==> config.mk <==
export PLATFORM = sky130hd
export DESIGN_NAME = pwm_note_core
export DESIGN_NICKNAME = d
export VERILOG_FILES = /design/src/rtl/pwm_note_core.sv
export SDC_FILE = /design/constraint.sdc
export NUM_CORES = 1
export LEC_CHECK = 0
export BUFFER_PORTS_ARGS = -buffer_cell sky130_fd_sc_hd__buf_2
export CORE_MARGIN = 5
export CORE_UTILIZATION = 54
export DETAILED_ROUTE_END_ITERATION = 8
export GPL_ROUTABILITY_DRIVEN = 0
export HOLD_SLACK_MARGIN = 0.02
export PLACE_DENSITY = 0.74
export SYNTH_ARGS = -nofsm -noshare
export SYNTH_HDL_FRONTEND = slang
export SYNTH_SLANG_ARGS = --single-unit
==> constraint.sdc <==
create_clock -name clk -period 2 [get_ports clk]
set_input_delay 0.2 -clock clk [delete_from_list [all_inputs] [get_ports clk]]
set_output_delay 0.2 -clock clk [all_outputs]
set_load 0.005 [all_outputs]
==> src/rtl/pwm_note_core.sv <==
// Audio helper: fixed-period PWM serializer for the audio jack plus an
// independent modulo-2^CNT_BITS note-index counter advanced by a qualified strobe.
module pwm_note_core #(
    parameter int unsigned PWM_BITS = 10,
    parameter int unsigned CNT_BITS = 5
) (
    input  logic                clk,
    input  logic                reset,
    input  logic [PWM_BITS-1:0] duty_cycle,
    output logic                signal,
    output logic                period_start,
    input  logic                cnt_en,
    input  logic                cnt_step,
    input  logic                cnt_clr,
    output logic [CNT_BITS-1:0] cnt_out,
    output logic                cnt_max
);

    localparam logic [PWM_BITS-1:0] PWM_ONE = 1;
    localparam logic [CNT_BITS-1:0] CNT_ONE = 1;

    logic [PWM_BITS-1:0] pwm_cnt_q, pwm_cnt_d;
    logic [PWM_BITS-1:0] duty_q,    duty_d;
    logic [CNT_BITS-1:0] cnt_q,     cnt_d;
    logic                period_end;

    // Duty is captured only on the last clock of a period so a mid-period
    // change of duty_cycle can never glitch the waveform being emitted.
    always_comb begin
        period_end = (pwm_cnt_q == '1);
        pwm_cnt_d  = pwm_cnt_q + PWM_ONE;
        duty_d     = duty_q;
        if (period_end) begin
            duty_d = duty_cycle;
        end
    end

    always_comb begin
        cnt_d = cnt_q;
        if (cnt_clr) begin
            cnt_d = '0;
        end else if (cnt_en && cnt_step) begin
            cnt_d = cnt_q + CNT_ONE;
        end
    end

    always_ff @(posedge clk or negedge reset) begin
        if (!reset) begin
            pwm_cnt_q <= '0;
            duty_q    <= '0;
            cnt_q     <= '0;
        end else begin
            pwm_cnt_q <= pwm_cnt_d;
            duty_q    <= duty_d;
            cnt_q     <= cnt_d;
        end
    end

    assign signal       = (pwm_cnt_q < duty_q);
    assign period_start = (pwm_cnt_q == '0);
    assign cnt_out      = cnt_q;
    assign cnt_max      = (cnt_q == '1);

endmodule

# ---- Word level (Yosys, flattened, before mapping)
# Cells that the tools add are included.
dict set report op_classes {
  n_eq_ne 2
  n_addsub 2
  n_reduce_logical 3
  magnitude_cmp 1
  muxes 2
}
# cell n
set op_table {}
lappend op_table {{adder 10 x 1 -> 10 bit, second input constant} 1}
lappend op_table {{equality test 10 bit, second input constant} 1}
lappend op_table {{logical NOT 10 bit} 1}
lappend op_table {{< comparator 10 bit} 1}
lappend op_table {{two-way mux 5 bit} 2}
lappend op_table {{adder 5 x 1 -> 5 bit, second input constant} 1}
lappend op_table {{equality test 5 bit, second input constant} 1}
lappend op_table {{nonzero test 2 bit} 1}
lappend op_table {{logical AND 1 bit} 1}
dict set report totals {
  wordCells 13
  output_inout_bits 8
  register_bits 25
}

# ---- Depth between registers and ports, before layout
dict set report depth {
  ltp_word 3
  ltp_mapped 6
  depth_no_buf 6
}

# ---- Worst setup path before layout
# OpenSTA, ideal clock, no wires.
dict set report synth_path {
  path_kind {reg2reg}
  from {register pwm_cnt_q[1]}
  to {register duty_q[0]}
  t_arrival_ns 1.298
  setup_ns 0.125
  path_slack_ns 0.577
  n_path_buf 0
  stages_incl_launch_ff 6
  required_time_ns 1.875
  path_cell_list {dfrtp_1 ha_1 nand3_2 nor2_4 nand4_4 mux2_2}
}
dict set report synth_between {
  elab_chain_len 1
}
# item line
set synth_lines {}
lappend synth_lines {{start: declaration} 22} ;# logic [PWM_BITS-1:0] pwm_cnt_q, pwm_cnt_d;
lappend synth_lines {{start signal: assignment} 53} ;# pwm_cnt_q <= pwm_cnt_d;
lappend synth_lines {{equality test 10 bit} 30} ;# period_end = (pwm_cnt_q == '1);
lappend synth_lines {{end signal: assignment} 54} ;# duty_q <= duty_d;
lappend synth_lines {{end: declaration} 23} ;# logic [PWM_BITS-1:0] duty_q, duty_d;
# No other way between the ends.
# A chain may end at the register's enable or synchronous reset.

# ---- Worst setup path in the final report
dict set report layout_path {
  from {register pwm_cnt_q[9]}
  to {output signal}
}
dict set report layout_between {
  elab_chain_len 1
}
# item line
set layout_lines {}
lappend layout_lines {{< comparator 10 bit} 59} ;# assign signal = (pwm_cnt_q < duty_q);
lappend layout_lines {{end: declaration} 10} ;# output logic signal,
# No other way between the ends.

==> reports/summary.txt <==
Clk Latency, worst-skew pair: 0.32 ns
CP arrival: 1.72 ns
Synth cell count leaders: 25 x dfrtp_1, 13 x ha_1, 12 x inv_1
CTS tree: built
WHS: 0.07358 ns
Antenna viol nets, final: 0
Worst-Margin Slew: 0.5412 ns
Nets: 172
Chip width: 58.76 um
Path depth of the worst reg2reg path: 5
Max-cap violations: 0
Cell leakage power: 0.0007788 uW
Hold Path Class: in2reg
Core area: 0.002233 mm2
Total track usage: 0.1471
H-tree Lvls: 1
Number of remaining DRC errors: 0
Share of cells above drive strength 1: 0.3706
Starting density of the core: 0.5748
Outcome: finished clean
# diodes: 0
Avg Cell Area, Syn: 11.46 um2
Die area: 0.003452 mm2
CTS max path bufs: 2
Synth top area cells: dfrtp_1 49%, ha_1 13%, mux2_2 8.8%, xnor2_1 4.1%, inv_1 3.5%
Kind of critical path: reg2out
Die H: 58.76 um
Drt initial violations: 17
Largest area contributor in the netlist: dfrtp_1
Critical Path Max Stage Delay: 0.47 ns
Hpwl dp: 1773 um
Worst path top cell family by delay: flip-flops
#FFs+latches synth: 25
Highest metal used: met4
Area grow syn2layout: 20.18%
Post-Route WL: 2449 um
Worst Hold Path EP: cnt_out[1]
Grt total ovfl: 0
Slew Viols, Final: 0
Std cell rows: 17
Primary FF master, synth: dfrtp_1
Flop-to-flop setup slack: 0.39 ns
Worst path slowest cell: dfrtp_2
Final setup viols: 0
DR vias: 905
Non-Filler Instances: 171
CP cell instances: ha_1, a21oi_1, o21ai_0, nor3_1, buf_2
Worst hold start: cnt_clr
Slew margin rel.: 0.6392
Initial antenna violation count: 0
Placed Instances: 162
Worst Hold Depth: 2
CP Data Required Time: 1.80 ns
Synth cell types: 25
DRT Pass-1 Iters: 4
Yosys top cell area share: 0.4873
F_max: 520.1 MHz
Post-synth EDFFs: 0
Crit path launch type: flop
R2r endpoint: duty_q[7]
Synthesized area: 0.001284 mm2
RR Startpoint: pwm_cnt_q[1]
CTS buffer count: 3
Clock slew at reported path FFs: 0.14 ns
WP buf/inv: 1
Met1 WL: 1097 um
Met3 WL: 73 um
Largest net degree at the start of global routing: 26
Vias in the first global route: 903
Worst Setup SP: pwm_cnt_q[9]
First-pass GRT wire length: 3953 um
Crit path depth: 5
Power per Cell Area: 534.0 mW/mm2
Met2 Wirelength: 1240 um
Final Hold Vio Count: 0
Wirelength per Cell: 14.32 um
Post-layout min period: 1.923 ns
Mapped Cells: 112
Total power: 823.9 uW
Final Util: 0.6908
Post-synth net total: 140
Synthesis Warnings: 0
Async SR Flop Fraction: 1.000
Clock skew: 0.009799 ns
Sequential area share after synthesis: 0.4873
DR vias/cell: 5.292
Max FO, Critical Path: 4
PortBufs: 22
Clock Sinks: 25
Count leader, synth: dfrtp_1
Final Cycle Share: 0.9614
CP endpoint kind: output pin
Worst vdd ir: 0.0004361 V
Clk root buf: clkbuf_4
Ports: 23
routing by layer:
layer,vias up,global-route usage
li1,455,-
met3,4,0.01974
met4,0,0.05825
met2,11,0.2492
met5,-,0
met1,435,0.1889
worst max path at each step:
stage,endpoint,slack [ns]
final,signal,0.08
after global routing,signal,-0.04
after CTS,signal,0.03
after detailed placement,signal,0.42
after global placement,signal,0.44
after floorplan,duty_q[0],0.58
metrics by stage:
step	setup slack, ns	area [um2]	setup TNS, ns
6_report	0.07726	1543	0
5_1_grt	-0.03892	1543	-0.03892
4_1_cts	0.03233	1469	0
3_5_place_dp	0.4169	1429	0
3_3_place_gp	0.4449	1429	0
2_1_floorplan	0.5774	1284	0
registers in the layout, indices dropped and copies added (netlist names):
name       cells
duty_q        10
pwm_cnt_q     10
cnt_out        5
area by class of cell:
cell class,count,area [um2]
fill,187,690.7
multi-input combinational,75,651.9
sequential,25,630.6
timing repair buffer,27,150.1
inverter,12,45.04
tap,28,35.03
clock buffer,3,22.52
clock inverter,1,7.507
cells in the final DEF (no fill, tap or decap), types with 2 or more instances in the layout:
cell type  netlist  final
buf_2            0     22
dfrtp_1         25     21
inv_1           12     12
ha_1            13     12
mux2_2          10     10
nand3_1          7      7
xnor2_1          6      6
nand2_1          6      6
a21oi_1          6      5
xor2_1           4      4
dfrtp_2          0      4
buf_4            0      4
nor2_1           3      3
clkbuf_4         0      3
nand4_1          2      2
and3_1           2      2
nor4_1           2      2
o21ai_0          2      2
cell families (layout without fill, tap and decap cells):
family / count (synthesis) / after routing / share of synthesized area
adder cells (fa/ha/maj): 13 / 13 / 0.1267
AND/OR/NAND/NOR: 31 / 31 / 0.1452
flip-flops: 25 / 25 / 0.4873
multiplexers: 10 / 10 / 0.08772
buffers and inverters: 12 / 43 / 0.03509
AO/OA/AOI/OAI: 11 / 11 / 0.04971
XOR/XNOR: 10 / 10 / 0.06822
timing repair:
item                                    CTS  global route
endpoints found under the hold margin    25             0
endpoints found under the setup margin    0             1
buffers inserted                          0             4
hold buffers                              1             0
resized for setup                         0            10
power breakdown:
group / switching, uW / leakage (uW) / total [uW] / internal [uW]
combinational: 36.4 / 0.000459 / 69.9 / 33.5
clock: 152 / 0.0000139 / 228 / 76.4
sequential: 7.86 / 0.000305 / 526 / 518
(Power assumes the default switching activity.)
